**src/rtl/mem_arbiter.sv**
```systemverilog
// Two-port to one-port memory arbiter for the LC-3b pipeline: merges IF fetches
// and MEM-stage loads/stores onto a single physical memory port, one access per grant.
module mem_arbiter (
    input  logic        clk,
    input  logic        reset,

    input  logic        inst_request,
    input  logic [15:0] inst_address,
    output logic [15:0] inst_rdata,
    output logic        inst_response,

    input  logic        data_request,
    input  logic [15:0] data_address,
    input  logic        write_enable,
    input  logic [15:0] data_wdata,
    input  logic [1:0]  data_byte_enable,
    output logic [15:0] data_rdata,
    output logic        data_response,

    output logic        pmem_read,
    output logic        pmem_write,
    output logic [15:0] pmem_address,
    output logic [15:0] pmem_wdata,
    output logic [1:0]  pmem_byte_enable,
    input  logic [15:0] pmem_rdata,
    input  logic        pmem_resp
);

    typedef enum logic [1:0] {
        IDLE = 2'd0,
        INST = 2'd1,
        DATA = 2'd2
    } state_t;

    state_t      r_state;
    state_t      w_state_next;
    logic        r_last_grant;
    logic [15:0] r_addr;
    logic [15:0] r_wdata;
    logic [1:0]  r_be;
    logic        r_write;

    logic        w_grant_inst;
    logic        w_grant_data;
    logic        w_busy;

    // Data wins a tie only when the previous grant went to inst, so ties alternate.
    always_comb begin
        w_state_next = r_state;
        w_grant_inst = 1'b0;
        w_grant_data = 1'b0;
        case (r_state)
            IDLE: begin
                if (data_request && (!inst_request || !r_last_grant)) begin
                    w_grant_data = 1'b1;
                    w_state_next = DATA;
                end else if (inst_request) begin
                    w_grant_inst = 1'b1;
                    w_state_next = INST;
                end
            end
            INST, DATA: begin
                if (pmem_resp) begin
                    w_state_next = IDLE;
                end
            end
            default: w_state_next = IDLE;
        endcase
    end

    always_ff @(posedge clk or posedge reset) begin
        if (reset) begin
            r_state      <= IDLE;
            r_last_grant <= 1'b0;
            r_addr       <= 16'h0000;
            r_wdata      <= 16'h0000;
            r_be         <= 2'b00;
            r_write      <= 1'b0;
        end else begin
            r_state <= w_state_next;
            if (w_grant_data) begin
                r_last_grant <= 1'b1;
                r_addr       <= data_address;
                r_wdata      <= data_wdata;
                r_be         <= data_byte_enable;
                r_write      <= write_enable;
            end else if (w_grant_inst) begin
                r_last_grant <= 1'b0;
                r_addr       <= inst_address;
                r_wdata      <= 16'h0000;
                r_be         <= 2'b11;
                r_write      <= 1'b0;
            end
        end
    end

    // All physical outputs decode from state, so an async reset drops them at once.
    assign w_busy           = (r_state != IDLE);
    assign pmem_read        = (r_state == INST) || ((r_state == DATA) && !r_write);
    assign pmem_write       = (r_state == DATA) && r_write;
    assign pmem_address     = w_busy ? r_addr : 16'h0000;
    assign pmem_wdata       = pmem_write ? r_wdata : 16'h0000;
    assign pmem_byte_enable = pmem_write ? r_be : (pmem_read ? 2'b11 : 2'b00);

    assign inst_response    = (r_state == INST) && pmem_resp;
    assign data_response    = (r_state == DATA) && pmem_resp;
    assign inst_rdata       = inst_response ? pmem_rdata : 16'h0000;
    assign data_rdata       = data_response ? pmem_rdata : 16'h0000;

endmodule

```
**config.mk**
```make
export PLATFORM = sky130hd
export DESIGN_NAME = mem_arbiter
export DESIGN_NICKNAME = d
export VERILOG_FILES = /design/src/rtl/mem_arbiter.sv
export SDC_FILE = /design/constraint.sdc
export NUM_CORES = 1
export LEC_CHECK = 0
export BUFFER_PORTS_ARGS = -buffer_cell sky130_fd_sc_hd__clkbuf_2
export CAP_MARGIN = 10
export CORE_AREA = 10 10 89 91
export DETAILED_ROUTE_END_ITERATION = 8
export DIE_AREA = 0 0 99 101
export PLACE_DENSITY = 0.68
export SLEW_MARGIN = 20
export SYNTH_ARGS = -nofsm -noshare
export SYNTH_HDL_FRONTEND = slang
export SYNTH_SLANG_ARGS = --single-unit
```
**constraint.sdc**
```tcl
create_clock -name clk -period 3.55 [get_ports clk]
set_input_delay 0.1775 -clock clk [delete_from_list [all_inputs] [get_ports clk]]
set_output_delay 0.1775 -clock clk [all_outputs]
set_load 0.01 [all_outputs]
```
---- Word level (Yosys, flattened, before mapping) ----
Cells that the tools add are included.
cells by class
  equality and inequality tests ........... 4
  muxes and demuxes ....................... 24
  reductions and logical operators ........ 15
operator list
  operator              number
  $mux W16              8
  $mux W2               7
  $mux W1               8
  $logic_and A1 B1 Y1   5
  $pmux W2 S2           1
  $reduce_bool A2 Y1    2
  $logic_not A1 Y1      3
  $ne A3 B3 Y1 const B  1
  $eq A2 B1 Y1 const B  1
  $eq A2 B2 Y1 const B  1
  $logic_not A2 Y1      1
  $logic_or A1 B1 Y1    2
  $ne A2 B2 Y1 const B  1
  $reduce_and A2 Y1     1
  $reduce_or A2 Y1      1
word-level totals
  register bits ........................... 38

---- Depth between registers and ports, before layout ----
  depth after elaboration ................. 7
  gate-level depth with buffers ........... 7
  gate-level depth less buffers ........... 5

---- Worst setup path before layout ----
OpenSTA, ideal clock, no wires.
  path type ............................... reg2reg
  start ................................... reg r_state[0]
  end ..................................... reg r_write
  setup time .............................. 121 ps
  arrival time ............................ 1357 ps
  required time ........................... 3429 ps
  setup slack ............................. 2072 ps
  stages on the path, launching flop included .. 8
  buffers on the path ..................... 3
  period minus slack after synthesis ...... 1478 ps
  path through ............................ dfrtp_1 -> inv_1 -> ha_1 -> buf_2 -> and2_1 -> buf_4 -> buf_6 -> a22o_1
on the way
  cells in the longest elaborated chain, start to end .. 3
RTL lines
  element                                               line  RTL
  from (decl)                                           35    state_t r_state;
  from (signal assigned)                                80    r_state <= w_state_next;
  $logic_not A2 Y1 (*)                                  52    case (r_state)
  $mux W1                                               52
  $mux W1 / $reduce_bool A2 Y1 (equally long branches)  n/a
  to (signal assigned)                                  86    r_write <= write_enable;
  to (decl)                                             41    logic r_write;
Mark *: on every way between the ends. The rest lies on a longest branch, timed or not.
A chain may end at the register's enable or synchronous reset.

---- Final worst setup path ----
  start ................................... reg r_state[0]
  end ..................................... out pmem_wdata[12]
on the way
  cells in the longest elaborated chain, start to end .. 3
RTL lines
  element              line  RTL
  $eq A2 B2 Y1         100   assign pmem_write = (r_state == DATA) && r_write;
  $logic_and A1 B1 Y1  100
  $mux W16             102   assign pmem_wdata = pmem_write ? r_wdata : 16'h0000;
  to (decl)            23    output logic [15:0] pmem_wdata,
Every way passes these cells.

==> results.sh <==
export IMPL_crit_type="reg -> out"
export IMPL_cts_sinks=38
export IMPL_grt_max_degree=39
export IMPL_r2r_end="r_addr[11]$_DFFE_PP0P_"
export IMPL_nets=443
export IMPL_ff2ff_path_depth=6
export IMPL_worstPathCellList="inv_1 > ha_1 > buf_4 > and3_1 > clkbuf_2"
export IMPL_ys_ff_latch=38
export IMPL_vias=2215
export IMPL_grt_pass1_vias=2214
export IMPL_post_cts_setup_buffers=0
export IMPL_synth_top_area_frac=0.452
export IMPL_fill_cells=613
export IMPL_status="finished, final reports clean"
export IMPL_syn_avg_cell_area_um2=8.88
export IMPL_r2r_slack_ps=1630
export IMPL_grt_pass1_wl_um=11000
export IMPL_syn_area_um2=2100
export IMPL_cts_tree="done"
export IMPL_dp_cells=437
export IMPL_core_um2=6200
export IMPL_drtAntennaViolNets=0
export IMPL_antenna_found_initial=0
export IMPL_powerDensity_nw_per_um2=716
export IMPL_root_buffer="clkbuf_8"
export IMPL_synth_top_area_cell="dfrtp_1"
export IMPL_worst_slew_pin_slew_ps=694
export IMPL_ios=142
export IMPL_ys_types=23
export IMPL_layout_min_cycle_time_ps=2050
export IMPL_dr_pass1_iters=4
export IMPL_timing_rr_start="r_state[1]$_DFFE_PP0P_"
export IMPL_clk_pin_slew_ps=80
export IMPL_slew_headroom=0.537
export IMPL_ys_seq_area_frac=0.452
export IMPL_instances_no_fill=446
export IMPL_pre_cts_ws_ps=1590
export IMPL_maxCapViolCount=0
export IMPL_viasPerCell=4.97
export IMPL_min_to="r_wdata[12]$_DFFE_PP0P_"
export IMPL_dr_first_iter_drc_count=98
export IMPL_start_util=0.339
export IMPL_grt_use_total=0.132
export IMPL_timing_setup_tns_ps=0
export IMPL_crit_required_ps=3370
export IMPL_timing_hold_ws_ps=117
export IMPL_hold_start="data_wdata[12]"
export IMPL_maxSlewViolCount=0
export IMPL_place_area_um2=2850
export IMPL_rsz0062_at_grt="no"
export IMPL_finalSetupViolCount=0
export IMPL_cts_made_buffers=5
export IMPL_yosys_warnings=0
export IMPL_gp_congestion=0.759
export IMPL_io_buffer_count=141
export IMPL_die_h_um=101
export IMPL_cpMaxStageDelayCell="ha_1"
export IMPL_n_antenna_cell=0
export IMPL_final_area_um2=2950
export IMPL_path_max_fanout=23
export IMPL_cp_arrival_ps=1880
export IMPL_syn2layout_area_growth_pct=40.1
export IMPL_wire_per_inst_um=15.9
export IMPL_min_path_cells=2
export IMPL_h_tree_depth=2
export IMPL_drt_total_wl_um=7100
export IMPL_dieArea_um2=10000
export IMPL_cp_end_kind="output port"
export IMPL_final_hold_viol_count=0
export IMPL_power_leakage_uw=0.00176
export IMPL_finClkSkew_ps=13.7
export IMPL_hpwl_um=5450
export IMPL_gr_total_overflow=0
export IMPL_hold_class="in -> reg"
export IMPL_fin_crit_sh=0.579
export IMPL_remaining_drc_errors=0
export IMPL_ir_drop_mv=0.295
export IMPL_drive_gt1_frac=0.423
export IMPL_clk_path_buf_depth=2
export IMPL_syn_nets=312
export IMPL_netlist_instances=237
export IMPL_std_cell_rows=29
export IMPL_crit_path_start_kind="register"
export IMPL_die_x_um=99
export IMPL_synthTopCellsByArea="dfrtp_1 (45%), and3_1 (14%), a22o_1 (7.1%)"
export IMPL_fmaxAchievable_ghz=0.487
export IMPL_clk_latency_ps=290
export IMPL_slowest_delay_ps=450
export IMPL_setup_ws_ps=1500
[layout make-up]
cell class | instances | area (um2) | share of cell area
Inverter | 6 | 22.5 | 0.00764
Tap cell | 77 | 96.3 | 0.0327
Clock inverter | 1 | 5.00 | 0.00170
Timing Repair Buffer | 147 | 753 | 0.255
Sequential cell | 38 | 951 | 0.322
Multi-Input combinational cell | 170 | 1030 | 0.351
Clock buffer | 7 | 86.3 | 0.0293
[where the power goes]
part | switching, uW | internal (uW) | leakage, uW | total (uW)
Combinational | 601 | 435 | 0.00123 | 1040
Sequential | 126 | 648 | 0.000475 | 774
Clock | 145 | 157 | 0.0000482 | 301
[placed cells by master, fill, tap and decap left out, types with 10 or more instances in the layout]
cell,Yosys,layout
o21ai_1,11,10
a21oi_1,19,19
dfrtp_1,38,38
o21ai_0,22,22
and3_1,48,48
a22o_1,17,17
nor2b_1,17,17
clkbuf_2,0,141
nand2_1,20,20
[per-layer routing]
layer,up-vias,global-route usage,share of wire
li1,1100,-,-
met1,1019,0.155,0.43
met2,90,0.219,0.47
met3,6,0.0501,0.085
met4,0,0.0331,0.0062
met5,-,0,0
[per-stage QoR]
stage,total power (uW),util
after floorplan,1460,-
after global placement,1810,0.459
after detailed placement,1830,0.459
after CTS,2140,0.475
after global routing,2290,0.475
final,2110,0.475
[state kept, by name, indices dropped and copies added (netlist names)]
name / cells
r_addr: 16
r_wdata: 16
r_be: 2
r_state: 2
r_last_grant: 1
r_write: 1
[timing repair]
action                    in CTS  in global routing
gates resized for setup        0                  0
hold buffers                   1                  0
hold endpoints to repair      38                  0
[how the worst max path moves through the flow]
stage                                         to  depth (start not counted)                    from  slack (ps)
after global placement    r_addr[10]$_DFFE_PP0P_                          6  r_state[0]$_DFFE_PP0P_        1660
final                             pmem_wdata[12]                          5  r_state[0]$_DFFE_PP0P_        1500
after floorplan              r_write$_DFFE_PP0P_                          7  r_state[0]$_DFFE_PP0P_        2070
after detailed placement   r_addr[0]$_DFFE_PP0P_                          6  r_state[0]$_DFFE_PP0P_        1590
after global routing              pmem_wdata[12]                          5  r_state[0]$_DFFE_PP0P_        1370
after CTS                         pmem_wdata[12]                          5  r_state[0]$_DFFE_PP0P_        1510
[worst max-delay path: cells and delay by family, from the launching register on]
family	cells	cell delay, ps
fa+ha+maj	1	450
buf+inv	3	550
flops	1	390
simple gates	1	190
[cells in the mapped netlist, drive strengths merged]
master and n:
a22o 17, clkbuf 18, a21boi 1, a21oi 19, ha 3, o22a 4
dfrtp 38, a21bo 1, o21ai 33, inv 6, o21a 1, nor2b 17
o22ai 1, a21o 1, and3 48, buf 5, nand2 20, and2 3
nand2b 1
[logic make-up (layout without fill, tap and decap cells)]
| logic type | count (synthesis) | count (layout) | synth area share |
|---|---|---|---|
| AND/OR/NAND/NOR | 89 | 89 | 0.241 |
| AO/OA/AOI/OAI | 78 | 78 | 0.231 |
| flip-flops | 38 | 38 | 0.452 |
| buffers and inverters | 29 | 161 | 0.0583 |
| adder cells (fa/ha/maj) | 3 | 3 | 0.0178 |
Power figures use the tool's default switching activity.
